[src/rtl/alu_pipe.sv]
`default_nettype none
// ============================================================================
// alu_pipe : pipelined integer ALU with elastic valid/ready stages, flush and
//            occupancy count; results leave as {tag, result} on the CDB port.
// Rev 1.0
// ============================================================================
module alu_pipe #(
    parameter int DATA_W   = 32,
    parameter int TAG_W    = 4,
    parameter int OP_W     = 8,
    parameter int N_STAGES = 2,
    parameter int SAVE_INC = 2
) (
    input  logic                            clk,
    input  logic                            rst,
    input  logic                            flush,
    input  logic                            i_valid,
    input  logic [TAG_W-1:0]                i_tag,
    input  logic [OP_W-1:0]                 i_op,
    input  logic [DATA_W-1:0]               i_a1,
    input  logic [DATA_W-1:0]               i_a2,
    output logic                            i_ready,
    output logic                            o_valid,
    output logic [TAG_W+DATA_W-1:0]         o_cdb,
    output logic                            o_illegal,
    input  logic                            o_ready,
    output logic [$clog2(N_STAGES+1)-1:0]   occupancy
);

    localparam int HALF  = DATA_W / 2;
    localparam int SH_W  = $clog2(DATA_W);
    localparam int OCC_W = $clog2(N_STAGES + 1);

    localparam logic [OP_W-1:0] I_ADD   = OP_W'('h00);
    localparam logic [OP_W-1:0] I_ADDI  = OP_W'('h01);
    localparam logic [OP_W-1:0] I_SUB   = OP_W'('h02);
    localparam logic [OP_W-1:0] I_SUBI  = OP_W'('h03);
    localparam logic [OP_W-1:0] I_SL    = OP_W'('h04);
    localparam logic [OP_W-1:0] I_SRL   = OP_W'('h05);
    localparam logic [OP_W-1:0] I_SRA   = OP_W'('h06);
    localparam logic [OP_W-1:0] I_SAVE  = OP_W'('h07);
    localparam logic [OP_W-1:0] I_SETI2 = OP_W'('h08);
    localparam logic [OP_W-1:0] I_SETI1 = OP_W'('h09);
    localparam logic [OP_W-1:0] I_AND   = OP_W'('h0A);
    localparam logic [OP_W-1:0] I_OR    = OP_W'('h0B);
    localparam logic [OP_W-1:0] I_XOR   = OP_W'('h0C);
    localparam logic [OP_W-1:0] I_SLT   = OP_W'('h0D);

    logic [DATA_W-1:0]   dec_result;
    logic                dec_illegal;
    logic [SH_W-1:0]     sh;

    logic [N_STAGES-1:0] valid_q;
    logic [N_STAGES-1:0] valid_d;
    logic [N_STAGES-1:0] frees;
    logic [N_STAGES-1:0] src_valid;
    logic [TAG_W-1:0]    tag_q   [N_STAGES];
    logic [DATA_W-1:0]   res_q   [N_STAGES];
    logic                ill_q   [N_STAGES];
    logic [TAG_W-1:0]    src_tag [N_STAGES];
    logic [DATA_W-1:0]   src_res [N_STAGES];
    logic                src_ill [N_STAGES];
    logic [OCC_W-1:0]    occ_d;

    always_comb begin
        sh          = i_a2[SH_W-1:0];
        dec_result  = '0;
        dec_illegal = 1'b0;
        case (i_op)
            I_ADD, I_ADDI: dec_result = i_a1 + i_a2;
            I_SUB, I_SUBI: dec_result = i_a1 - i_a2;
            I_SL:          dec_result = i_a1 << sh;
            I_SRL:         dec_result = i_a1 >> sh;
            I_SRA:         dec_result = $unsigned($signed(i_a1) >>> sh);
            I_AND:         dec_result = i_a1 & i_a2;
            I_OR:          dec_result = i_a1 | i_a2;
            I_XOR:         dec_result = i_a1 ^ i_a2;
            I_SLT:         dec_result = {{(DATA_W-1){1'b0}}, ($signed(i_a1) < $signed(i_a2))};
            I_SAVE:        dec_result = i_a1 + DATA_W'(SAVE_INC);
            I_SETI2:       dec_result = {{HALF{1'b0}}, i_a2[HALF-1:0]};
            I_SETI1:       dec_result = {i_a2[HALF-1:0], i_a1[HALF-1:0]};
            default:       dec_illegal = 1'b1;
        endcase
    end

    // Ready chain: a stage frees if it is empty or everything downstream moves.
    always_comb begin
        logic f;
        frees = '0;
        f = !valid_q[N_STAGES-1] || o_ready;
        frees[N_STAGES-1] = f;
        for (int k = N_STAGES - 2; k >= 0; k--) begin
            f = !valid_q[k] || f;
            frees[k] = f;
        end
    end

    always_comb begin
        src_valid    = '0;
        src_valid[0] = i_valid;
        src_tag[0]   = i_tag;
        src_res[0]   = dec_result;
        src_ill[0]   = dec_illegal;
        for (int k = 1; k < N_STAGES; k++) begin
            src_valid[k] = valid_q[k-1];
            src_tag[k]   = tag_q[k-1];
            src_res[k]   = res_q[k-1];
            src_ill[k]   = ill_q[k-1];
        end
    end

    always_comb begin
        valid_d = flush ? '0 : ((frees & src_valid) | (~frees & valid_q));
        occ_d   = '0;
        for (int k = 0; k < N_STAGES; k++) begin
            occ_d = occ_d + OCC_W'(valid_d[k]);
        end
    end

    always_ff @(posedge clk or posedge rst) begin
        if (rst) begin
            valid_q   <= '0;
            occupancy <= '0;
            for (int k = 0; k < N_STAGES; k++) begin
                tag_q[k] <= '0;
                res_q[k] <= '0;
                ill_q[k] <= 1'b0;
            end
        end else begin
            valid_q   <= valid_d;
            occupancy <= occ_d;
            // Payload only moves with a valid source, so a stalled stage holds.
            for (int k = 0; k < N_STAGES; k++) begin
                if (frees[k] && src_valid[k]) begin
                    tag_q[k] <= src_tag[k];
                    res_q[k] <= src_res[k];
                    ill_q[k] <= src_ill[k];
                end
            end
        end
    end

    assign i_ready   = frees[0];
    assign o_valid   = valid_q[N_STAGES-1];
    assign o_cdb     = {tag_q[N_STAGES-1], res_q[N_STAGES-1]};
    assign o_illegal = ill_q[N_STAGES-1];

endmodule
`default_nettype wire

[config.mk]
export PLATFORM = sky130hd
export DESIGN_NAME = alu_pipe
export DESIGN_NICKNAME = d
export VERILOG_FILES = /design/src/rtl/alu_pipe.sv
export SDC_FILE = /design/constraint.sdc
export NUM_CORES = 1
export LEC_CHECK = 0
export ABC_AREA = 1
export CAP_MARGIN = 20
export CORE_AREA = 2 2 173 175
export CTS_BUF_LIST = sky130_fd_sc_hd__clkbuf_16
export DETAILED_ROUTE_END_ITERATION = 6
export DIE_AREA = 0 0 175 177
export MAX_ROUTING_LAYER = met4
export PLACE_DENSITY = 0.75
export SYNTH_ARGS = -nofsm -noshare
export SYNTH_HDL_FRONTEND = slang
export SYNTH_SLANG_ARGS = --single-unit
[constraint.sdc]
create_clock -name clk -period 2.6 [get_ports clk]
set_input_delay 0.52 -clock clk [delete_from_list [all_inputs] [get_ports clk]]
set_output_delay 0.52 -clock clk [all_outputs]
set_load 0.05 [all_outputs]
==> results.md <==
Logic synthesis:
- The synthesized area per cell is around 5.5 µm².
- The combinational family with the most area after synthesis is simple AND/OR/NAND/NOR gates.
- Of the total synthesized cell area, the portion taken by AND, OR, NAND and NOR gates is 0.520.
- The number of synthesized register bits is about 80.
- Yosys mapped the design onto 53 distinct sky130hd cell types.
- Of the total synthesized cell area, the portion taken by full adders, half adders and majority gates is 0.0909.
- Synthesis produced a netlist whose cell count is ~2700.
- The complex-gate fraction of the synthesized area is 0.0887.
- The sequential fraction of the synthesis area is 0.131.
- In this run the cell area of the synthesized design comes to around 15000 µm².
- The Yosys warning count is 0.
- The portion of synthesized area spent on multiplexers is 0.0299.
- Counting every net in the synthesized netlist gives slightly below 3000.
- Of the total synthesized cell area, the portion taken by XOR and XNOR cells is 0.00118.

Timing:
- On the final layout, the worst clock skew is 0.00780 ns.
- The count of final hold-check violations is 0.
- The number of endpoints failing setup at the final stage is 0.
- The max-slew violation count is 0.
- For the pin with the worst max-slew slack, the measured transition is roughly 0.6 ns.
- Static timing analysis puts the maximum clock frequency at 390 MHz.
- The worst-case headroom to the max-slew limit is 0.600.
- Setup repair after global routing could not meet its margin everywhere.
- The clock period minus final worst setup slack is ~2.6 ns.
- Dividing the final minimum period by the clock period gives 0.985.

Cells and area:
- The non-filler instance count after layout is 3699.
- Compared with the post-synthesis result, the final layout area differs by 47.3%.
- The filler cells instantiated in the layout total 2500.
- The fraction of final layout cells with drive strength greater than 1 is 0.294.
- The core occupancy in the finished layout is 0.750.
- The net total in the final layout is 3491.

CTS:
- The number of H-tree levels is 3.
- The number of CTS-inserted buffers is 9.
- Counting along the longest clock path gives a buffer depth of 2.
- Clock-pin slew was measured on the worst setup and hold paths at 0.06 ns.
- The clock reaches the later pin of the worst-skew pair after 0.35 ns.
- The CTS tree is done.
- For this design, the sink count on the clock tree is 78.
- The hold buffer count at cts is 0.
- The cell sitting at the root of the clock tree is a clkbuf_16.

Placement:
- The total half-perimeter wirelength after legalization and detailed placement is about 64 mm.
- The number of input and output port buffers inserted is about 120.
- The number of placed instances, taps included is roughly 3700.
- The routability-driven placement congestion ratio is 1.15.

Global route:
- In the global route stage, overall resource usage came out at 0.507.
- After global routing the overflow that remains totals 0.
- The number of antenna violations at the first check in global routing is 1.
- The maximum number of pins on one net before global-route repair is 71.
- The global-route wire length before repair is between 100 and 150 mm.
- The via count of the first global-routing pass is 20100.

Detailed routing:
- The pre-antenna-repair detailed-routing pass consisted of 7 iterations.
- For this block, the initial DRC count from the detailed router was 3679.
- The total routed wirelength is 78.3 mm.
- The detailed-route vias per instance is between 5 and 6.
- The antenna violation net count after detailed routing is 0.
- The total DRC errors in the routed layout is 1.
- The wire length per cell after detailed routing is ~21 µm.
- The via count of the routed design is between 20000 and 25000.

Worst setup path:
- The critical path is of the primary input to flop type.
- The setup check on the worst reg-to-reg path leaves a slack of between 0.9 and 1 ns.
- Of all nets on the critical path, the largest fanout is 6.
- Counting cells, the worst reg-to-reg path comes to 5.
- The sort of element at the end of the critical path is a flop.
- The required time at the endpoint of the critical path is 2.84 ns.
- The data arrival at the endpoint of the critical path is roughly 2.8 ns.
- The startpoint kind of the worst setup timing path is a primary input.

Power and ir drop:
- In this run the power spent charging and discharging nets is roughly 2.7 mW.
- The cell internal power dissipation is roughly 3.4 mW.
- The power per standard cell area is ~280 nW/µm².
- The design draws between 6 and 7 mW.
- The sequential fraction of design power is 0.212.
- The switching share of power is 0.445.
- The share of total power dissipated in combinational logic is 0.599.
- VDD sags by at most about 260 µV.
- The reported leakage power is 12.0 nW.
- The clock power share is 0.189.

Hold path:
- The worst min-delay path class is primary input to asynchronous set/reset pin.

Run status:
- The run finished, with violations left.
- The checks that failed: design-rule violations.

Floorplanning:
- The effective utilization at floorplan is 0.509.
- In this run the count of I/O pins placed on the die edge is around 120.
- The core box area is 29200 µm².
- The total die area is 31000 µm².
- The initialized floorplan defines 63 standard-cell rows.
- In this run the horizontal extent of the chip is 175 µm.
- The vertical die dimension is ~180 µm.

Run:
- The max capacitance violation total is 0.
-- metrics by stage --
step | hold slack [ns] | TNS [ns] | setup WS [ns] | instance area (µm²)
after floorplan | 0.445 | 0 | 0.00585 | 14900
after global placement | 0.458 | -16.01 | -0.761 | 20500
after detailed placement | 0.461 | -17.39 | -0.784 | 20500
after CTS | 0.479 | 0 | 0.000895 | 21300
after global routing | 0.511 | -0.213 | -0.0515 | 21900
final | 0.472 | 0 | 0.0379 | 21900
-- state kept, by name, summed over array words and instances, names as in the netlist --
| signal | cells |
|---|---|
| o_cdb | 36 |
| o_illegal | 1 |
| valid_q | 2 |
| occupancy | 2 |
| res_q | 32 |
| ill_q | 1 |
| src_tag | 4 |
-- power groups by stage --
stage / clock network, mW / registers [mW] / logic, mW
2_1_floorplan: 0 / 1.38 / 1.56
3_3_place_gp: 0 / 1.32 / 3.21
3_5_place_dp: 0 / 1.33 / 3.26
4_1_cts: 1.16 / 1.30 / 3.39
5_1_grt: 1.20 / 1.31 / 3.90
6_report: 1.16 / 1.31 / 3.69
-- cells in the final DEF, fill, tap and decap left out, types with 8 or more instances in the layout --
cell             count
nand2_1            835
buf_4              598
nand3_1            460
inv_1              267
nor2_1             198
dfrtp_1             78
clkdlybuf4s50_1     76
ha_1                75
a21oi_1             72
o21ai_0             55
nor2_2              50
nand2_2             48
inv_2               44
nand4_1             38
mux2_2              36
o21ai_1             31
ha_4                28
a21oi_2             26
nor2_4              24
nor3_1              23
dlygate4sd2_1       23
nand3_2             20
o22ai_1             19
dlymetal6s2s_1      16
and2_1              15
buf_12              13
buf_6               12
o211ai_1            11
nand3b_1            10
nand3_4              9
clkbuf_16            9
nor3_2               8
-- critical path, stage by stage --
cell and delay [ns]:
clkdlybuf4s50_1 0.44, buf_4 0.19, ha_1 0.29, a21oi_1 0.32, nand2_1 0.15, a21oi_2 0.14, buf_4 0.15, nand4_1 0.09
nand3_1 0.09, nand4_1 0.22, nand2_1 0.15, nand2_1 0.05
-- logic make-up (layout without fill, tap and decap cells) --
| logic type | count (synthesis) | after routing |
|---|---|---|
| buffers and inverters | 464 | 1077 |
| other | 0 | 1 |
| AOI/OAI and AO/OA | 241 | 241 |
| and+or+nand+nor | 1763 | 1763 |
| adders and majority gates | 107 | 107 |
| muxes | 40 | 40 |
| DFF | 78 | 78 |
| xor gates and xnor gates | 2 | 2 |
-- path summary, 6_finish.rpt --
path,start,end
setup / recovery,i_a1[22],res_q[55]
hold / removal,rst,res_q[62]
setup reg to reg,valid_q[1],occupancy[0]
hold reg to reg,res_q[58],res_q[58]
max in group asynchronous,rst,o_cdb[23]
min in group clk,res_q[58],res_q[58]
-- synth_stat cells (all sizes together) --
library cell / number / area (µm²)
a221oi: 1 / 8.76
or2: 5 / 31.3
o221ai: 1 / 8.76
clkinv: 3 / 16.3
o211ai: 13 / 108
o22ai: 19 / 119
o311ai: 1 / 8.76
inv: 314 / 1180
mux2i: 4 / 40.0
nand3: 489 / 2480
o21bai: 8 / 60.1
clkbuf: 28 / 106
o21a: 1 / 7.51
nor3: 32 / 165
nand2: 892 / 3430
nand4: 38 / 238
and2: 15 / 93.8
fa: 2 / 40.0
a21oi: 99 / 495
nor2: 275 / 1200
buf: 119 / 754
nand3b: 10 / 75.1
mux2: 36 / 405
xor2: 1 / 8.76
ha: 105 / 1310
nor4: 6 / 37.5
a31oi: 2 / 12.5
dfrtp: 78 / 1950
a21o: 3 / 22.5
xnor2: 1 / 8.76
and3: 1 / 6.26
o31ai: 1 / 7.51
o21ai: 91 / 455
a21boi: 1 / 7.51
-- metal layers --
layer | routed length (µm) | GRT usage | vias up
met3 | 10600 | 0.112 | 426
met4 | 6670 | 0.338 | 0
met1 | 28800 | 0.622 | 9710
met5 | 0 | - | -
li1 | - | - | 9918
met2 | 32300 | 0.748 | 1716
-- cell type report --
type / instances / area [µm²] / share of cell area
clock inverter: 7 / 48.8 / 0.00222
inverter: 317 / 1200 / 0.0548
sequential: 78 / 1950 / 0.0889
multi-input combinational: 2153 / 11900 / 0.544
tap: 390 / 488 / 0.0222
antenna: 1 / 2.50 / 0.000114
timing repair buffer: 744 / 6090 / 0.277
clock buffer: 9 / 225 / 0.0103
-- repair_timing --
| action | 4_1_cts | 5_1_grt |
|---|---|---|
| gates resized for setup | 154 | 180 |
| pin swaps | 21 | 40 |
| endpoints found under the setup margin | 28 | 29 |
| buffers inserted | 1 | 13 |
| endpoints found under the hold margin | 0 | 0 |
Power figures use the tool's default switching activity.
